==> config.mk <==
export PLATFORM = sky130hd
export DESIGN_NAME = feature_stream_sender
export DESIGN_NICKNAME = d
export VERILOG_FILES = /design/src/rtl/voxel_bin_pkg.sv /design/src/rtl/beat_lane_mask.sv /design/src/rtl/feature_stream_sender.sv
export SDC_FILE = /design/constraint.sdc
export NUM_CORES = 1
export LEC_CHECK = 0
export ABC_AREA = 1
export BUFFER_PORTS_ARGS = -buffer_cell sky130_fd_sc_hd__buf_2
export CAP_MARGIN = 25
export CORE_UTILIZATION = 56
export DETAILED_ROUTE_END_ITERATION = 8
export PLACE_DENSITY_LB_ADDON = 0.05
export REMOVE_ABC_BUFFERS = 1
export SLEW_MARGIN = 20
export SYNTH_ARGS = -nofsm -noshare
export SYNTH_HDL_FRONTEND = slang
export SYNTH_HIERARCHICAL = 1
export SYNTH_SLANG_ARGS = --single-unit
==> constraint.sdc <==
create_clock -name clk -period 4.1 [get_ports clk]
set_clock_uncertainty 0.05 [all_clocks]
set_input_delay 0.41 -clock clk [delete_from_list [all_inputs] [get_ports clk]]
set_output_delay 0.41 -clock clk [all_outputs]
set_load 0.03 [all_outputs]
==> src/rtl/voxel_bin_pkg.sv <==
// Shared voxel-bin constants: classifier widths, sender FSM states and the
// address/beat derivations used by the feature stream sender.
package voxel_bin_pkg;

    localparam int unsigned CLASS_BITS  = 2;
    localparam int unsigned NUM_CLASSES = 4;

    typedef enum logic [1:0] {
        ST_IDLE        = 2'd0,
        ST_START       = 2'd1,
        ST_STREAM      = 2'd2,
        ST_WAIT_RESULT = 2'd3
    } fss_state_e;

    function automatic int unsigned addr_bits_f(input int unsigned num_cells);
        return (num_cells > 32'd1) ? 32'($clog2(num_cells)) : 32'd1;
    endfunction

    function automatic int unsigned beats_f(input int unsigned num_cells,
                                            input int unsigned lanes);
        return (num_cells + lanes - 32'd1) / lanes;
    endfunction

    // Width able to hold the value 'limit' itself, never narrower than 1 bit.
    function automatic int unsigned cnt_bits_f(input int unsigned limit);
        return (limit > 32'd0) ? 32'($clog2(limit + 32'd1)) : 32'd1;
    endfunction

    function automatic int unsigned lane_index_f(input int unsigned batch,
                                                 input int unsigned lanes,
                                                 input int unsigned lane);
        return (batch * lanes) + lane;
    endfunction

endpackage

==> src/rtl/beat_lane_mask.sv <==
// Per-lane cell address and in-range mask for one read batch; lanes that fall
// past the end of the grid get address 0 and a cleared mask bit.
module beat_lane_mask
    import voxel_bin_pkg::*;
#(
    parameter int unsigned NUM_CELLS       = 1024,
    parameter int unsigned PARALLEL_INPUTS = 4,
    parameter int unsigned ADDR_BITS       = 10,
    parameter int unsigned CNT_BITS        = 9
) (
    input  logic [CNT_BITS-1:0]                  batch_i,
    output logic [PARALLEL_INPUTS*ADDR_BITS-1:0] addr_flat_o,
    output logic [PARALLEL_INPUTS-1:0]           lane_ok_o
);

    // Lane address and padding decode
    always_comb begin
        addr_flat_o = '0;
        lane_ok_o   = '0;
        for (int p = 0; p < int'(PARALLEL_INPUTS); p++) begin
            if (lane_index_f(32'(batch_i), PARALLEL_INPUTS, 32'(p)) < NUM_CELLS) begin
                addr_flat_o[p*ADDR_BITS +: ADDR_BITS] =
                    ADDR_BITS'(lane_index_f(32'(batch_i), PARALLEL_INPUTS, 32'(p)));
                lane_ok_o[p] = 1'b1;
            end else begin
                addr_flat_o[p*ADDR_BITS +: ADDR_BITS] = '0;
                lane_ok_o[p] = 1'b0;
            end
        end
    end

endmodule

==> src/rtl/feature_stream_sender.sv <==
// Streams the voxel grid from memory to the classifier in gap-free beats,
// then waits (under a watchdog) for the classifier's winning class.
module feature_stream_sender
    import voxel_bin_pkg::*;
#(
    parameter int unsigned NUM_CELLS       = 1024,
    parameter int unsigned VALUE_BITS      = 6,
    parameter int unsigned PARALLEL_INPUTS = 4,
    parameter int unsigned TIMEOUT_CYCLES  = 4096,
    localparam int unsigned ADDR_BITS      = addr_bits_f(NUM_CELLS)
) (
    input  logic                                  clk,
    input  logic                                  rst,
    input  logic                                  frame_trigger,
    output logic                                  rd_en,
    output logic [PARALLEL_INPUTS*ADDR_BITS-1:0]  rd_addr_flat,
    input  logic [PARALLEL_INPUTS*VALUE_BITS-1:0] rd_data_flat,
    output logic                                  mm_start,
    output logic [PARALLEL_INPUTS*VALUE_BITS-1:0] feature_in,
    output logic                                  feature_valid,
    input  logic                                  result_valid,
    input  logic [CLASS_BITS-1:0]                 best_class,
    output logic [CLASS_BITS-1:0]                 class_out,
    output logic                                  class_valid,
    output logic                                  busy,
    output logic                                  drop_pulse,
    output logic                                  timeout_pulse
);

    localparam int unsigned BEATS    = beats_f(NUM_CELLS, PARALLEL_INPUTS);
    localparam int unsigned CNT_BITS = cnt_bits_f(BEATS);
    localparam int unsigned WD_BITS  = cnt_bits_f(TIMEOUT_CYCLES);
    localparam int unsigned AW       = PARALLEL_INPUTS * ADDR_BITS;
    localparam int unsigned DW       = PARALLEL_INPUTS * VALUE_BITS;

    localparam logic [CNT_BITS-1:0] LAST_BATCH = CNT_BITS'(BEATS - 32'd1);
    localparam logic [CNT_BITS-1:0] BEAT_TOTAL = CNT_BITS'(BEATS);
    localparam logic [WD_BITS-1:0]  WD_LIMIT   = WD_BITS'(TIMEOUT_CYCLES - 32'd1);

    fss_state_e state_q, state_d;

    logic [CNT_BITS-1:0]        bcnt_q, bcnt_d;
    logic [CNT_BITS-1:0]        fcnt_q, fcnt_d;
    logic [WD_BITS-1:0]         wd_q, wd_d;
    logic                       rd_en_q, rd_en_d;
    logic [AW-1:0]              rd_addr_q, rd_addr_d;
    logic [PARALLEL_INPUTS-1:0] lane_ok_q, lane_ok_d;
    logic                       rvld_q, rvld_d;
    logic [PARALLEL_INPUTS-1:0] rok_q, rok_d;
    logic                       mm_start_q, mm_start_d;
    logic [DW-1:0]              feature_q, feature_d;
    logic                       fvalid_q, fvalid_d;
    logic [CLASS_BITS-1:0]      class_q, class_d;
    logic                       class_valid_q, class_valid_d;
    logic                       drop_q, drop_d;
    logic                       timeout_q, timeout_d;
    logic                       busy_q, busy_d;

    logic                       issue_s;
    logic [CNT_BITS-1:0]        bnext_s;
    logic [AW-1:0]              lane_addr_s;
    logic [PARALLEL_INPUTS-1:0] lane_ok_s;

    beat_lane_mask #(
        .NUM_CELLS       (NUM_CELLS),
        .PARALLEL_INPUTS (PARALLEL_INPUTS),
        .ADDR_BITS       (ADDR_BITS),
        .CNT_BITS        (CNT_BITS)
    ) u_beat_lane_mask (
        .batch_i     (bnext_s),
        .addr_flat_o (lane_addr_s),
        .lane_ok_o   (lane_ok_s)
    );

    // Decide whether a read batch goes out next cycle, and which one
    always_comb begin
        issue_s = 1'b0;
        bnext_s = '0;
        case (state_q)
            ST_IDLE: begin
                issue_s = frame_trigger;
                bnext_s = '0;
            end
            ST_START, ST_STREAM: begin
                if (rd_en_q && (bcnt_q < LAST_BATCH)) begin
                    issue_s = 1'b1;
                    bnext_s = bcnt_q + CNT_BITS'(1);
                end else begin
                    issue_s = 1'b0;
                    bnext_s = '0;
                end
            end
            default: begin
                issue_s = 1'b0;
                bnext_s = '0;
            end
        endcase
    end

    // Next-state and next-output logic
    always_comb begin
        state_d       = state_q;
        rd_en_d       = issue_s;
        rd_addr_d     = issue_s ? lane_addr_s : '0;
        lane_ok_d     = issue_s ? lane_ok_s : '0;
        bcnt_d        = issue_s ? bnext_s : bcnt_q;
        rvld_d        = rd_en_q;
        rok_d         = lane_ok_q;
        fvalid_d      = rvld_q;
        feature_d     = '0;
        fcnt_d        = fcnt_q;
        wd_d          = '0;
        mm_start_d    = 1'b0;
        class_d       = class_q;
        class_valid_d = 1'b0;
        drop_d        = 1'b0;
        timeout_d     = 1'b0;

        // Read data lands one cycle after the strobe; padding lanes are forced to 0
        for (int p = 0; p < int'(PARALLEL_INPUTS); p++) begin
            if (rvld_q && rok_q[p]) begin
                feature_d[p*VALUE_BITS +: VALUE_BITS] = rd_data_flat[p*VALUE_BITS +: VALUE_BITS];
            end else begin
                feature_d[p*VALUE_BITS +: VALUE_BITS] = '0;
            end
        end
        if (rvld_q) begin
            fcnt_d = fcnt_q + CNT_BITS'(1);
        end else begin
            fcnt_d = fcnt_q;
        end

        case (state_q)
            ST_IDLE: begin
                if (frame_trigger) begin
                    state_d    = ST_START;
                    mm_start_d = 1'b1;
                    fcnt_d     = '0;
                end else begin
                    state_d    = ST_IDLE;
                end
            end
            ST_START: begin
                drop_d  = frame_trigger;
                state_d = ST_STREAM;
            end
            ST_STREAM: begin
                drop_d = frame_trigger;
                if (fvalid_q && (fcnt_q == BEAT_TOTAL)) begin
                    state_d = ST_WAIT_RESULT;
                end else begin
                    state_d = ST_STREAM;
                end
            end
            ST_WAIT_RESULT: begin
                drop_d = frame_trigger;
                // A result arriving on the expiry cycle takes priority over the timeout
                if (result_valid) begin
                    class_d       = best_class;
                    class_valid_d = 1'b1;
                    state_d       = ST_IDLE;
                end else if (wd_q == WD_LIMIT) begin
                    timeout_d = 1'b1;
                    state_d   = ST_IDLE;
                end else begin
                    wd_d = wd_q + WD_BITS'(1);
                end
            end
            default: begin
                state_d = ST_IDLE;
            end
        endcase

        busy_d = (state_d != ST_IDLE);
    end

    // FSM state register
    always_ff @(posedge clk or posedge rst) begin
        if (rst) begin
            state_q <= ST_IDLE;
        end else begin
            state_q <= state_d;
        end
    end

    // Counters, read pipeline and registered outputs
    always_ff @(posedge clk or posedge rst) begin
        if (rst) begin
            bcnt_q        <= '0;
            fcnt_q        <= '0;
            wd_q          <= '0;
            rd_en_q       <= 1'b0;
            rd_addr_q     <= '0;
            lane_ok_q     <= '0;
            rvld_q        <= 1'b0;
            rok_q         <= '0;
            mm_start_q    <= 1'b0;
            feature_q     <= '0;
            fvalid_q      <= 1'b0;
            class_q       <= '0;
            class_valid_q <= 1'b0;
            drop_q        <= 1'b0;
            timeout_q     <= 1'b0;
            busy_q        <= 1'b0;
        end else begin
            bcnt_q        <= bcnt_d;
            fcnt_q        <= fcnt_d;
            wd_q          <= wd_d;
            rd_en_q       <= rd_en_d;
            rd_addr_q     <= rd_addr_d;
            lane_ok_q     <= lane_ok_d;
            rvld_q        <= rvld_d;
            rok_q         <= rok_d;
            mm_start_q    <= mm_start_d;
            feature_q     <= feature_d;
            fvalid_q      <= fvalid_d;
            class_q       <= class_d;
            class_valid_q <= class_valid_d;
            drop_q        <= drop_d;
            timeout_q     <= timeout_d;
            busy_q        <= busy_d;
        end
    end

    assign rd_en         = rd_en_q;
    assign rd_addr_flat  = rd_addr_q;
    assign mm_start      = mm_start_q;
    assign feature_in    = feature_q;
    assign feature_valid = fvalid_q;
    assign class_out     = class_q;
    assign class_valid   = class_valid_q;
    assign busy          = busy_q;
    assign drop_pulse    = drop_q;
    assign timeout_pulse = timeout_q;

endmodule

# After elaboration in Yosys (flattened, before gate mapping)
# Cells that the tools add are included.
# totals
out_inout_bits	73
regBits	115
wordCells	81
# op_classes
n_lt_le_gt_ge	5
n_eq_ne	5
add_sub_neg	6
muxes	37
reduce_logical	11
# ops
cell	count
$lt A32 B11 Y1 const B	2
$mux W9	5
$mux W10	4
$mux W40	1
$mux W13	3
$add A11 B2 Y12 const B	2
$mux W6	4
$add A9 B1 Y9 const B	2
$mux W1	15
$add A13 B1 Y13 const B	1
$eq A13 B12 Y1 const B	1
$add A11 B1 Y12 const B	1
$lt A12 B11 Y1 const B	1
$lt A11 B11 Y1 const B	1
$eq A9 B9 Y1 const B	1
$lt A9 B8 Y1 const B	1
$pmux W2 S4	1
$logic_and A1 B1 Y1	6
$eq A2 B2 Y1 const B	2
$mux W2	2
$mux W4	1
$reduce_or A3 Y1	1
$eq A2 B1 Y1 const B	1
$logic_not A2 Y1	1
4 further kinds	4

# Logic depth before layout (Yosys ltp)
# depth
ltp_word	8
ltp_mapped	12
depth_no_buf	11

# Cells and area by module
# Netlist, hierarchy kept.
# modules_own_cells
mod	area_each_um2	instances	seq_area_each_um2	cells_per_inst
feature_stream_sender	4578.1	1	2877.8	495
beat_lane_mask	341.6	1	0.0	54

# Worst setup path after synthesis
# No wires, ideal clock.
# synth_timing
kind	reg2reg
start	register state_q[0]
end	register rd_addr_q[12] (netlist: rd_addr_flat[12])
period_less_slack_ns	1.877
required_ns	3.979
arrival_ns	1.755
path_stages_with_launch	13
setup_slack_ns	2.223
setup_ns	0.071
path_cell_list	dfrtp_1 inv_1 ha_1 and3b_1 nand2_4 inv_1 nand2_1 inv_1 buf_6 nor2_1 buf_4 inv_1 nor2_1
# synth_via
elab_chain_cells	7
elab_cells_between_ends	10
classes_between	1 x add/sub; 1 x order compare; 2 x eq/ne; 4 x mux; 2 x reduce/logical
# synth_lines
element	line_no	text
start, declared	feature_stream_sender.sv:40	fss_state_e state_q, state_d;
start signal, assigned	feature_stream_sender.sv:182	state_q <= state_d;
$eq A2 B2 Y1 or $eq A2 B1 Y1 (tied branches)	feature_stream_sender.sv:79	case (state_q)
$reduce_or A2 Y1 *	feature_stream_sender.sv:79	
$mux W9 *	feature_stream_sender.sv:79	
via bnext_s[8]	feature_stream_sender.sv:60	logic [CNT_BITS-1:0] bnext_s;
$add A11 B1 Y12 *	voxel_bin_pkg.sv:32	return (batch * lanes) + lane;
$lt A12 B11 Y1 *	beat_lane_mask.sv:21	if (lane_index_f(32'(batch_i), PARALLEL_INPUTS, 32'(p)) < NUM_CELLS) begin
$mux W10 *	beat_lane_mask.sv:21	
via lane_addr_s[12]	feature_stream_sender.sv:61	logic [AW-1:0] lane_addr_s;
$mux W40 *	feature_stream_sender.sv:104	rd_addr_d = issue_s ? lane_addr_s : '0;
via rd_addr_d[12]	feature_stream_sender.sv:46	logic [AW-1:0] rd_addr_q, rd_addr_d;
end signal, assigned	feature_stream_sender.sv:210	rd_addr_q <= rd_addr_d;
end, declared	feature_stream_sender.sv:46	
# Mark *: on every way through the listed nets, which the timed path passes. The rest lies on a longest branch.
# A chain may end at the register's enable or synchronous reset.

# Final worst setup path
# layout_timing
start	register state_q[1]
end	register rd_addr_q[30] (netlist: rd_addr_flat[30])
# layout_via
elab_chain_cells	7
elab_cells_between_ends	10
classes_between	1 x add/sub; 1 x order compare; 2 x eq/ne; 4 x mux; 2 x reduce/logical
# layout_lines
element	line_no
$eq A2 B2 Y1 or $eq A2 B1 Y1 (tied branches)	feature_stream_sender.sv:79
$reduce_or A2 Y1 *	feature_stream_sender.sv:79
$mux W9 *	feature_stream_sender.sv:79
via bnext_s[8]	feature_stream_sender.sv:60
$add A11 B2 Y12 *	voxel_bin_pkg.sv:32
$lt A32 B11 Y1 *	beat_lane_mask.sv:21
$mux W10 *	beat_lane_mask.sv:21
$mux W40 *	feature_stream_sender.sv:104
via rd_addr_d[30]	feature_stream_sender.sv:46
# Marks and branches as above.

==> results.yml <==
placement:
  place_area_um2: 5250
  hpwl_mm: 5.54
  port_buffers: 102
  gp_congestion: 0.831
  dp.cells: 718
  pre_cts_slack_ps: 2050
detailed_routing:
  drt_pass1_iterations: 4
  drc: 0
  vias: 3391
  vias_per_cell: 4.51
  wl_per_cell_um: 11.2
  detail_route.iter0.violations: 106
  drt-total-wl_mm: 8.42
  ant_nets: 0
yosys:
  synth_seq_cells: 115
  syn_area_per_cell_um2: 8.96
  synth_area_um2: 4920
  ys_warn_count: 6
  yosysSeqAreaShare: 0.585
  synth_cell_types: 27
  postSynthCellCount: 549
clocking:
  cts_tree: "done"
  h-tree-depth: 4
  hold_buffers: 0
  cts.repair.resized: 0
  clockRootBuffer: "clkbuf_8"
  cts.sinks: 115
  clk_path_buf_depth: 2
  cts_setup_buffers: 0
  cts.clk_slew.worst_paths_ps: 60
  cts_buffers: 17
  clock_latency_ps: 500
pwr:
  internal_power_w: 0.00210
  seqPwrFrac: 0.424
  combPwrFrac: 0.018
  p_clk_frac: 0.558
  swShare: 0.218
  p_per_area_nw_per_um2: 455
  p_switching_w: 0.000585
  p_leak_nw: 3.41
  ir_drop_v: 0.000389
finish:
  nFillCells: 647
  area_growth_pct: 19.8
  finish.instance_area_um2: 5890
  nets: 672
  layout.cells.non_filler: 752
  antenna_cells: 0
  layout-drive-gt1-share: 0.226
worst_setup_path:
  critPathKind: "reg2reg"
  path_cells: "inv_1 -> ha_1 -> and3b_1 -> nand2_4 -> inv_1 -> nand2_1 -> inv_1 -> inv_1 -> inv_1 -> nor2_1"
  critPathMaxStageDelay_ps: 390
  critical_path.top_delay_family: "buffers and inverters"
  worstPathBufferInverterCount: 5
  crit_slowest_cell: "dfrtp_1"
  crit_arrival_ps: 2400
  crit_fanout: 9
  cp.required_ps: 4420
  cp_common_cell: "inv_1"
  crit_path_start_kind: "register"
  end_kind: "register"
sta:
  fin_crit_ps: 2080
  rsz0062_at_grt: "no"
  tns_ps: 0
  timing.final.crit_share: 0.507
  hold_viol_final: 0
  fin_ws_ps: 2020
  max_freq_mhz: 481
  report.final.setup_viol: 0
  hold-worst-slack_ps: 54.6
  slew_viol_final: 0
floorplanning:
  fp.dieW_um: 95.7
  rows: 33
  core_um2: 8340
  boundaryPins: 103
  fp.dieH_um: 95.7
  die_area_um2: 9160
  start_util: 0.590
grt:
  grt_pass1_wl_mm: 13.5
  grt_overflow: 0
  grt_max_degree: 76
  antenna_found_initial: 0
  grt_util_all_layers: 0.196
  grt_pass1_vias: 3190
outcome:
  status: "finished clean"
worst_hold_path:
  hold_path_class: "in2reg"
run:
  drv_cap: 0
==> power by group through the flow <==
stage	Combinational [W]	Clock [W]	Sequential [W]
floorplan	0.0000223	0	0.00116
global placement	0.0000451	0	0.00116
detailed placement	0.0000461	0	0.00116
CTS	0.0000462	0.00152	0.00114
global route	0.0000568	0.00156	0.00114
finish	0.0000482	0.00150	0.00114
==> metrics by stage <==
stage / power, W / util
6_report: 0.00268 / 0.707
5_1_grt: 0.00275 / 0.707
4_1_cts: 0.00270 / 0.702
3_5_place_dp: 0.00120 / 0.629
3_3_place_gp: 0.00120 / 0.629
2_1_floorplan: 0.00118 / -
==> cells in the mapped netlist, drive strengths merged <==
master	count	area, um^2
nor2	127	479
inv	118	443
nor3b	3	22.5
conb	1	3.75
and2	1	6.26
o21bai	1	7.51
o21ai	3	15.0
nand4	5	31.3
nand3	19	100
nand3b	1	7.51
ha	8	100
dfrtp	115	2880
xor2	5	43.8
nor3	6	30.0
a21oi	6	30.0
buf	43	342
nand2	84	354
and3b	1	8.76
xnor2	2	17.5
==> cell families after synthesis <==
logic type | count (synthesis) | synth area share
AOI/OAI and AO/OA | 10 | 0.0107
xor gates and xnor gates | 7 | 0.0125
adders and majority gates | 8 | 0.0203
buffers and inverters | 161 | 0.159
DFF | 115 | 0.585
other | 1 | 0.000762
and+or+nand+nor | 247 | 0.211
==> per-layer routing <==
| metal | vias to the layer above | GRT usage | wire length, um |
|---|---|---|---|
| met5 | - | 0 | 0 |
| met2 | 71 | 0.332 | 4250 |
| met4 | 0 | 0.0796 | 98 |
| met1 | 1582 | 0.236 | 3720 |
| met3 | 9 | 0.0545 | 350 |
| li1 | 1729 | - | - |
==> path summary, 6_finish.rpt <==
| check | slack [ps] | endpoint | cells past startpoint | start |
|---|---|---|---|---|
| max | 2020 | rd_addr_flat[30] | 10 | state_q[1] |
| min | 50 | class_out[1] | 3 | best_class[1] |
| max reg2reg | 2020 | rd_addr_flat[30] | 10 | state_q[1] |
| min reg2reg | 300 | rok_q[0] | 0 | lane_ok_q[0] |
| max in group asynchronous | 2800 | feature_in[17] | 5 | rst |
| min in group asynchronous | 320 | fcnt_q[5] | 3 | rst |
==> cell type report <==
cell class / instances / area [um^2] / share of cell area
Clock buffer: 17 / 414 / 0.0703
Clock inverter: 15 / 194 / 0.0329
Multi-Input combinational cell: 276 / 1270 / 0.215
Sequential cell: 115 / 2880 / 0.488
Inverter: 118 / 445 / 0.0756
Tap cell: 105 / 131 / 0.0223
Timing Repair Buffer: 106 / 563 / 0.0955
==> registers in the layout, indices dropped and copies added, names as in the netlist, 2 cells and up <==
name          flops
bcnt_q            9
class_out         2
fcnt_q            9
feature_in       24
lane_ok_q         4
rd_addr_flat     40
rok_q             4
state_q           2
wd_q             13
==> tightest hold or removal path, delay by kind of cell <==
| family | cells | cell delay [ps] |
|---|---|---|
| simple gates | 2 | 80 |
| buf+inv | 1 | 70 |
==> cells in the final DEF (no fill, tap or decap), drive strengths merged <==
cell	Yosys	routed
o21ai	3	3
nand3b	1	1
inv	118	124
nand2	84	84
o21bai	1	1
and3b	1	1
xnor2	2	2
bufinv	0	3
clkbuf	0	17
nand3	19	19
clkinv	0	6
ha	8	8
nand4	5	5
conb	1	4
and2	1	1
nor3	6	6
buf	43	105
nor3b	3	3
a21oi	6	6
dfrtp	115	115
dlygate4sd3	0	1
xor2	5	5
nor2	127	127
Power figures use the tool's default switching activity.
